===== src/rtl/inst_fetch_buffer.sv =====
// Instruction fetch buffer: fetches aligned instruction pairs from local store into an
// instruction-granular FIFO and presents up to two in-order instructions per cycle.
// Optional performance counters are enabled by defining FETCH_PERF_CNT_EN.
module inst_fetch_buffer #(
   parameter int unsigned DEPTH    = 8,
   parameter int unsigned LS_AW    = 15,
   parameter int unsigned RESET_PC = 0
) (
   input  logic             clock,
   input  logic             reset,
   output logic             imem_req,
   output logic [0:LS_AW-1] imem_addr,
   input  logic             imem_rvalid,
   input  logic [0:63]      imem_rdata,
   input  logic             branch_taken,
   input  logic [0:LS_AW-1] branch_target,
   output logic             inst0_valid,
   output logic [0:31]      inst0,
   output logic [0:LS_AW-1] inst0_pc,
   output logic             inst1_valid,
   output logic [0:31]      inst1,
   output logic [0:LS_AW-1] inst1_pc,
   input  logic [0:1]       issue_take,
   output logic [0:31]      perf_stall_cycles,
   output logic [0:15]      perf_flushes
);

   localparam int unsigned PW = $clog2(DEPTH);
   localparam int unsigned CW = $clog2(DEPTH + 1);

   logic [0:31]      word_mem [DEPTH];
   logic [0:LS_AW-1] pc_mem   [DEPTH];

   logic [CW-1:0]    count_q, count_d;
   logic [PW-1:0]    head_q, head_d;
   logic [0:LS_AW-1] fetch_pc_q;
   logic [0:LS_AW-4] req_hi_q;
   logic             req_odd_q;
   logic             outstanding_q;
   logic             drop_q;

   logic [CW-1:0]    take_w, pop_n, push_n;
   logic             accept;
   logic [PW-1:0]    tail, tail1, head1;
   logic [0:LS_AW-1] fetch_aligned, pc0, pc1;
   logic             unused_pc_bits;

   function automatic logic [PW-1:0] ptr_add(input logic [PW-1:0] p, input int unsigned n);
      int unsigned s;
      s = 32'(p) + n;
      if (s >= DEPTH) s = s - DEPTH;
      return PW'(s);
   endfunction

   assign fetch_aligned  = {fetch_pc_q[0:LS_AW-4], 3'b000};
   assign pc0            = {req_hi_q, 3'b000};
   assign pc1            = {req_hi_q, 3'b100};
   assign unused_pc_bits = ^fetch_pc_q[LS_AW-2:LS_AW-1];

   // Over-sized takes are illegal; clamp so the FIFO can never underflow.
   assign take_w = CW'(issue_take);
   assign pop_n  = (take_w > count_q) ? count_q : take_w;
   assign accept = reset && outstanding_q && imem_rvalid && !drop_q && !branch_taken;
   assign push_n = accept ? (req_odd_q ? CW'(1) : CW'(2)) : '0;

   assign tail  = ptr_add(head_q, 32'(count_q));
   assign tail1 = ptr_add(tail, 1);
   assign head1 = ptr_add(head_q, 1);

   // Only one request in flight; a fresh pair must fit after this cycle's pop.
   assign imem_req  = reset && !outstanding_q && !branch_taken &&
                      ((count_q - pop_n) <= CW'(DEPTH - 2));
   assign imem_addr = fetch_aligned;

   always_comb begin
      count_d = count_q - pop_n + push_n;
      head_d  = ptr_add(head_q, 32'(pop_n));
   end

   always_ff @(posedge clock) begin
      if (!reset) begin
         count_q       <= '0;
         head_q        <= '0;
         fetch_pc_q    <= LS_AW'(RESET_PC);
         req_hi_q      <= '0;
         req_odd_q     <= 1'b0;
         // A response still in flight across reset must be discarded once it lands.
         outstanding_q <= outstanding_q && !imem_rvalid;
         drop_q        <= outstanding_q && !imem_rvalid;
      end else if (branch_taken) begin
         count_q    <= '0;
         head_q     <= '0;
         fetch_pc_q <= branch_target;
         if (outstanding_q && !imem_rvalid) begin
            drop_q <= 1'b1;
         end else begin
            outstanding_q <= 1'b0;
            drop_q        <= 1'b0;
         end
      end else begin
         count_q <= count_d;
         head_q  <= head_d;
         if (outstanding_q && imem_rvalid) begin
            outstanding_q <= 1'b0;
            drop_q        <= 1'b0;
         end
         if (imem_req) begin
            outstanding_q <= 1'b1;
            req_hi_q      <= fetch_pc_q[0:LS_AW-4];
            req_odd_q     <= fetch_pc_q[LS_AW-3];
            fetch_pc_q    <= fetch_aligned + LS_AW'(8);
         end
      end
   end

   always_ff @(posedge clock) begin
      if (accept) begin
         if (req_odd_q) begin
            word_mem[tail] <= imem_rdata[32:63];
            pc_mem[tail]   <= pc1;
         end else begin
            word_mem[tail]  <= imem_rdata[0:31];
            pc_mem[tail]    <= pc0;
            word_mem[tail1] <= imem_rdata[32:63];
            pc_mem[tail1]   <= pc1;
         end
      end
   end

   assign inst0_valid = (count_q != '0);
   assign inst1_valid = (count_q >= CW'(2));
   assign inst0       = inst0_valid ? word_mem[head_q] : '0;
   assign inst0_pc    = inst0_valid ? pc_mem[head_q]   : '0;
   assign inst1       = inst1_valid ? word_mem[head1]  : '0;
   assign inst1_pc    = inst1_valid ? pc_mem[head1]    : '0;

   take_le_count: assert property (@(posedge clock) disable iff (!reset)
      (take_w <= count_q));

`ifdef FETCH_PERF_CNT_EN
   logic [31:0] stall_q;
   logic [15:0] flush_q;

   always_ff @(posedge clock) begin
      if (!reset) begin
         stall_q <= '0;
         flush_q <= '0;
      end else begin
         if (count_q == '0 && stall_q != '1) stall_q <= stall_q + 32'd1;
         if (branch_taken && flush_q != '1) flush_q <= flush_q + 16'd1;
      end
   end

   assign perf_stall_cycles = stall_q;
   assign perf_flushes      = flush_q;
`else
   assign perf_stall_cycles = '0;
   assign perf_flushes      = '0;
`endif

endmodule


===== config.mk =====
export PLATFORM = sky130hd
export DESIGN_NAME = inst_fetch_buffer
export DESIGN_NICKNAME = d
export VERILOG_FILES = /design/src/rtl/inst_fetch_buffer.sv
export SDC_FILE = /design/constraint.sdc
export NUM_CORES = 1
export LEC_CHECK = 0
export ABC_AREA = 0
export BUFFER_PORTS_ARGS = -buffer_cell sky130_fd_sc_hd__buf_2
export CAP_MARGIN = 20
export CORE_ASPECT_RATIO = 1.1
export CORE_MARGIN = 4
export CORE_UTILIZATION = 54
export CTS_CLUSTER_SIZE = 20
export DETAILED_ROUTE_END_ITERATION = 8
export PLACE_DENSITY = 0.76
export SYNTH_ARGS = -nofsm -noshare
export SYNTH_HDL_FRONTEND = slang
export SYNTH_SLANG_ARGS = --single-unit

===== constraint.sdc =====
create_clock -name clock -period 4.4 [get_ports clock]
set_clock_uncertainty 0.2 [all_clocks]
set_input_delay 0.22 -clock clock [delete_from_list [all_inputs] [get_ports clock]]
set_output_delay 0.22 -clock clock [all_outputs]
set_load 0.03 [all_outputs]

==> impl_metrics.json, run 1 <==
{
  "powerDensity_nw_per_um2": 533,
  "wirelength_met1_um": 22400,
  "cts_max_level": 2,
  "grt_pass1_wl_um": 98700,
  "setup_slack_ns": 0.212,
  "fp-row-count": 78,
  "clk_path_buf_depth": 3,
  "yosysTopAreaCell": "edfxtp_1",
  "rsz0062_at_grt": "no",
  "worstPathRequired_ns": 4.49,
  "final_util": 0.636,
  "hpwl_um": 37900,
  "ys_seq_elements": 395,
  "maxCapViolations": 0,
  "status": "finished clean",
  "syn-cell-area_um2": 22500,
  "tns_ns": 0,
  "viasPerCell": 6.33,
  "core-area_um2": 41200,
  "nets": 2250,
  "whs_ns": 0.0235,
  "synth_area_leaders": "edfxtp_1 47%, mux4_2 18%, a21oi_1 7.2%, nor2_1 7.0%, dfxtp_1 3.7%",
  "insertion_delay_ns": 0.54,
  "synthCells": 1948,
  "criticalPathCategory": "reg2reg",
  "cts-root-buf": "clkbuf_16",
  "cts-buffers-inserted": 41,
  "crit_family": "simple AND/OR/NAND/NOR gates",
  "wl_met3_um": 6870,
  "top_layer": "met5",
  "peakVddDrop_mv": 0.445,
  "numPortBuffers": 187,
  "ys_seq_area_frac": 0.510,
  "relSlewSlack": 0.361,
  "grt_pass1_vias": 17300,
  "final_max_slew_viol_count": 0,
  "cp_num_buf_inv": 2,
  "start_kind": "flip-flop",
  "drt-initial-drc-count": 2069,
  "max_freq_mhz": 239,
  "crit_chain": "ha_1, fa_1, ha_1, nor2b_1, nand3_2, buf_12, nor2_1, a21oi_1, dlygate4sd3_1",
  "synth_edf_count": 354,
  "grt_max_degree": 141,
  "crit_top_cell": "ha_1",
  "syn2layout_area_growth_pct": 16.6,
  "crit_path_top_delay_cell": "dlygate4sd3_1",
  "wl_per_cell_um": 23.7,
  "worst_pin_slew_ns": 0.958,
  "grt-ovfl-total": 0,
  "cts.sinks": 395,
  "drive_gt1_frac": 0.249,
  "final_common_cell": "nor2_1",
  "total_power_mw": 14.0,
  "drcViolationCount": 0,
  "start_util": 0.546,
  "die_w_um": 202,
  "crit_path_max_incr_delay_ns": 0.57,
  "async_flop_share": 0,
  "layout_common_cells": "409 x nor2_1, 354 x edfxtp_1, 325 x a21oi_1",
  "path_max_fanout": 51,
  "ios": 245,
  "hold_viol": 0,
  "die_area_um2": 44900,
  "wirelength_um": 64900,
  "pre_cts_ws_ns": 0.498,
  "layout_min_cycle_time_ns": 4.19,
  "arrival_ns": 4.28,
  "wl_met2_um": 32900,
  "synth_warnings": 0,
  "timing.final.crit_share": 0.952,
  "die_h_um": 222,
  "setup_violations": 0,
  "crit_path_end_kind": "flip-flop",
  "clkTransAtPathRegs_ns": 0.06,
  "synthDominantCellAreaShare": 0.473,
  "cts_tree": "built",
  "grt_use_total": 0.281,
  "antenna_found_initial": 2,
  "num_vias": 17400,
  "yosys_most_used_dff": "edfxtp_1",
  "hp-class": "in2reg",
  "first_pass_iters": 6,
  "place_congestion": 0.866,
  "yosysUniqueCellTypes": 51,
  "leakagePower_nw": 9.26,
  "ant_nets": 0,
  "postSynthAreaPerCell_um2": 11.5
}
[state kept, by name, indices dropped and copies added, names as in the netlist]
name,flops
count_q,4
drop_q,1
fetch_pc_q,13
head_q,3
outstanding_q,1
pc_mem,104
req_hi_q,12
req_odd_q,1
word_mem,256
[path summary, 6_finish.rpt]
check | end | from | cells past startpoint | slack, ns
setup / recovery | word_mem[7][11] | count_q[0] | 9 | 0.21
setup reg to reg | word_mem[7][11] | count_q[0] | 9 | 0.21
hold reg to reg | req_odd_q | fetch_pc_q[12] | 2 | 0.25
hold / removal | word_mem[4][29] | imem_rdata[2] | 3 | 0.02
[kinds of logic (layout without fill, tap and decap cells)]
family / after synthesis / in the layout / synth area share
AO/OA/AOI/OAI: 368 / 368 / 0.0862
other: 1 / 56 / 0.000167
multiplexers: 262 / 262 / 0.220
XOR/XNOR: 10 / 10 / 0.00523
flip-flops: 395 / 395 / 0.510
adder cells (fa/ha/maj): 15 / 15 / 0.00969
AND/OR/NAND/NOR: 638 / 638 / 0.112
buffers and inverters: 259 / 438 / 0.0567
[per-layer routing]
metal,track usage,vias to the layer above
met1,0.358,8492
met5,0,-
li1,-,7467
met2,0.480,1184
met3,0.0474,221
met4,0.118,2
[tightest hold or removal path, stage by stage]
cell and delay [ns]:
buf_2 0.08, mux2i_1 0.18, a21oi_1 0.17
[metrics by stage]
stage | cells | cell area [um^2]
final | 2742 | 26200
after global routing | 2742 | 26200
after CTS | 2734 | 26100
after detailed placement | 2562 | 23800
after global placement | 2562 | 23800
after floorplan | 2002 | 22700
[Yosys cell counts, types with 2 or more instances]
cell and n:
buf_4 67, buf_2 40, nor2_1 418, nor2b_1 4
o31ai_1 7, ha_1 11, nand3_1 17, a31oi_1 7
buf_1 51, fa_1 4, mux4_2 180, a21oi_1 325
nand2_1 164, o21ai_0 8, dfxtp_1 41, a22oi_1 3
mux2i_1 61, and3_1 7, o2bb2ai_1 6, nand2b_1 5
nand4_1 5, xnor2_1 4, nor3_1 9, xor2_1 3
o31a_1 2, clkinv_1 2, inv_1 13, mux2i_2 21
or4_1 3, clkbuf_1 86, edfxtp_1 354
[report_power, final]
part / total, mW / leakage, nW / internal (mW) / switching (mW)
Clock: 3.44 / 0.639 / 1.99 / 1.44
Combinational: 6.13 / 5.11 / 2.04 / 4.09
Sequential: 4.39 / 3.50 / 4.27 / 0.122
Total: 14.0 / 9.26 / 8.30 / 5.66
[cell type report]
class | instances | area, um^2
Antenna cell | 1 | 2.50
Clock buffer | 53 | 1130
Clock inverter | 21 | 180
Fill cell | 3023 | 15000
Inverter | 15 | 60.1
Multi-Input combinational cell | 1348 | 10100
Sequential cell | 395 | 11500
Tap cell | 560 | 701
Timing Repair Buffer | 349 | 2550
[repair_timing]
item / 4_1_cts / 5_1_grt
pin swaps: 0 / 1
hold buffers: 98 / 0
hold endpoints to repair: 272 / 0
gates resized for setup: 1 / 8
setup buffers: 0 / 6
endpoints found under the setup margin: 1 / 8
No activity file was read; power rests on OpenSTA's default activity.
==> run 2: changes to the inputs <==
Settings changed: RECOVER_POWER set to 25.
==> run 2 against run 1 <==
Against the previous run:
- sequential cell count did not move
- worst hold slack better by 0.0039 ns
- combinational power is 1% lower
- die area did not move
- wire length is 0.37% lower
- count of clock-buffer cells in the layout did not move
- via count rose by 0.21%
- critical path type is now reg2out
==> impl_metrics.json, run 2 (synthesis gave the netlist of run 1 again) <==
{
  "cts-buffers-inserted": 41,
  "grt-ovfl-total": 0,
  "whs_path_depth": 3,
  "crit_path_end_kind": "output pin",
  "core-area_um2": 41200,
  "hpwl_um": 37900,
  "die_h_um": 222,
  "criticalPathCategory": "reg2out",
  "hold_viol": 0,
  "worst_pin_slew_ns": 1.37,
  "antenna_found_initial": 2,
  "cts_max_level": 2,
  "final_util": 0.634,
  "place_congestion": 0.866,
  "reg2reg_depth": 9,
  "timing.final.crit_share": 0.950,
  "worstPathRequired_ns": 3.98,
  "placed_area_um2": 23800,
  "grt_pass1_vias": 17300,
  "start_kind": "flip-flop",
  "layout_common_cells": "409 x nor2_1, 354 x edfxtp_1, 325 x a21oi_1",
  "numPortBuffers": 187,
  "regMostFlops": "word_mem",
  "tns_ns": 0,
  "peakVddDrop_mv": 0.445,
  "leakagePower_nw": 9.13,
  "die_w_um": 202,
  "ant_nets": 0,
  "final_max_slew_viol_count": 0,
  "relSlewSlack": 0.0868,
  "final_common_cell": "nor2_1",
  "ios": 245,
  "viasPerCell": 6.35,
  "clkTransAtPathRegs_ns": 0.06,
  "insertion_delay_ns": 0.54,
  "layout_min_cycle_time_ns": 4.18,
  "grt_use_total": 0.281,
  "grt_pass1_wl_um": 98700,
  "cts-root-buf": "clkbuf_16",
  "rsz0062_at_grt": "no",
  "powerDensity_nw_per_um2": 531,
  "start_util": 0.546,
  "max_freq_mhz": 239,
  "nets": 2250,
  "setup_violations": 0,
  "reg_top3": "word_mem: 256 flops, pc_mem: 104 flops, fetch_pc_q: 13 flops",
  "path_max_fanout": 9,
  "clk_path_buf_depth": 3,
  "final_cell_area_um2": 26100,
  "wirelength_um": 64600,
  "fillers": 3048,
  "syn2layout_area_growth_pct": 16.2,
  "first_pass_iters": 6,
  "die_area_um2": 44900,
  "fp-row-count": 78,
  "maxCapViolations": 0,
  "grt_max_degree": 141,
  "cts.sinks": 395,
  "num_vias": 17400,
  "drcViolationCount": 0,
  "drive_gt1_frac": 0.232,
  "largest_reg_flops": 256,
  "status": "finished clean",
  "wl_per_cell_um": 23.6,
  "cts_tree": "built",
  "arrival_ns": 3.76,
  "hp-class": "in2reg",
  "drt-initial-drc-count": 2078
}
-- run 2: power breakdown --
part           internal, mW  switching, mW
clock                  1.99           1.44
sequential             4.27          0.123
combinational          1.97           4.07
total                  8.23           5.64
-- run 2: worst paths after layout --
kind	startpoint	endpoint	slack, ns
setup / recovery	count_q[1]	imem_req	0.22
hold / removal	imem_rdata[2]	word_mem[4][29]	0.03
setup reg to reg	count_q[0]	word_mem[7][11]	0.23
hold reg to reg	fetch_pc_q[12]	req_odd_q	0.25
-- run 2: worst max-delay path, stage by stage (launching register included) --
cell        delay [ns]
dfxtp_2           0.38
inv_1             0.10
ha_1              0.30
a211oi_2          0.18
o21ai_1           0.13
nand2_1           0.08
o21ai_0           0.13
ha_2              0.23
fa_1              0.44
xor2_2            0.19
a311oi_2          0.35
nand3_2           0.16
clkinvlp_4        0.15
buf_4             0.17
clkbuf_4          0.20
-- run 2: layer usage --
layer  up-vias  global-route usage  wire [um]
met5         -                   0         13
met2      1228               0.480      32600
li1       7471                   -          -
met1      8470               0.358      22200
met4         2               0.118       2900
met3       231              0.0474       6930
-- run 2: stage by stage --
stage / setup WS (ns) / total power, mW / hold WS (ns) / std cells
global route: 0.0199 / 14.4 / 0.0367 / 2742
finish: 0.218 / 13.9 / 0.0274 / 2742
global placement: 0.572 / 10.3 / 0.245 / 2562
floorplan: 0.0368 / 8.55 / 0.165 / 2002
detailed placement: 0.498 / 10.4 / 0.243 / 2562
CTS: 0.0184 / 13.9 / 0.00807 / 2734
-- run 2: repair_timing --
| action | in CTS | in global routing |
|---|---|---|
| pin swaps | 0 | 1 |
| endpoints found under the hold margin | 272 | 0 |
| gates resized for setup | 1 | 8 |
| hold buffers | 98 | 0 |
| buffers inserted | 0 | 6 |
| setup endpoints to repair | 1 | 8 |
-- run 2: layout make-up --
| class | count | area (um^2) | share of cell area |
|---|---|---|---|
| multi-input combinational | 1348 | 10100 | 0.386 |
| clock inverter | 21 | 180 | 0.00690 |
| timing repair buffer | 349 | 2480 | 0.0949 |
| clock buffer | 53 | 1130 | 0.0434 |
| sequential | 395 | 11500 | 0.439 |
| tap | 560 | 701 | 0.0268 |
| inverter | 15 | 60.1 | 0.00230 |
| antenna | 1 | 2.50 | 0.0000958 |
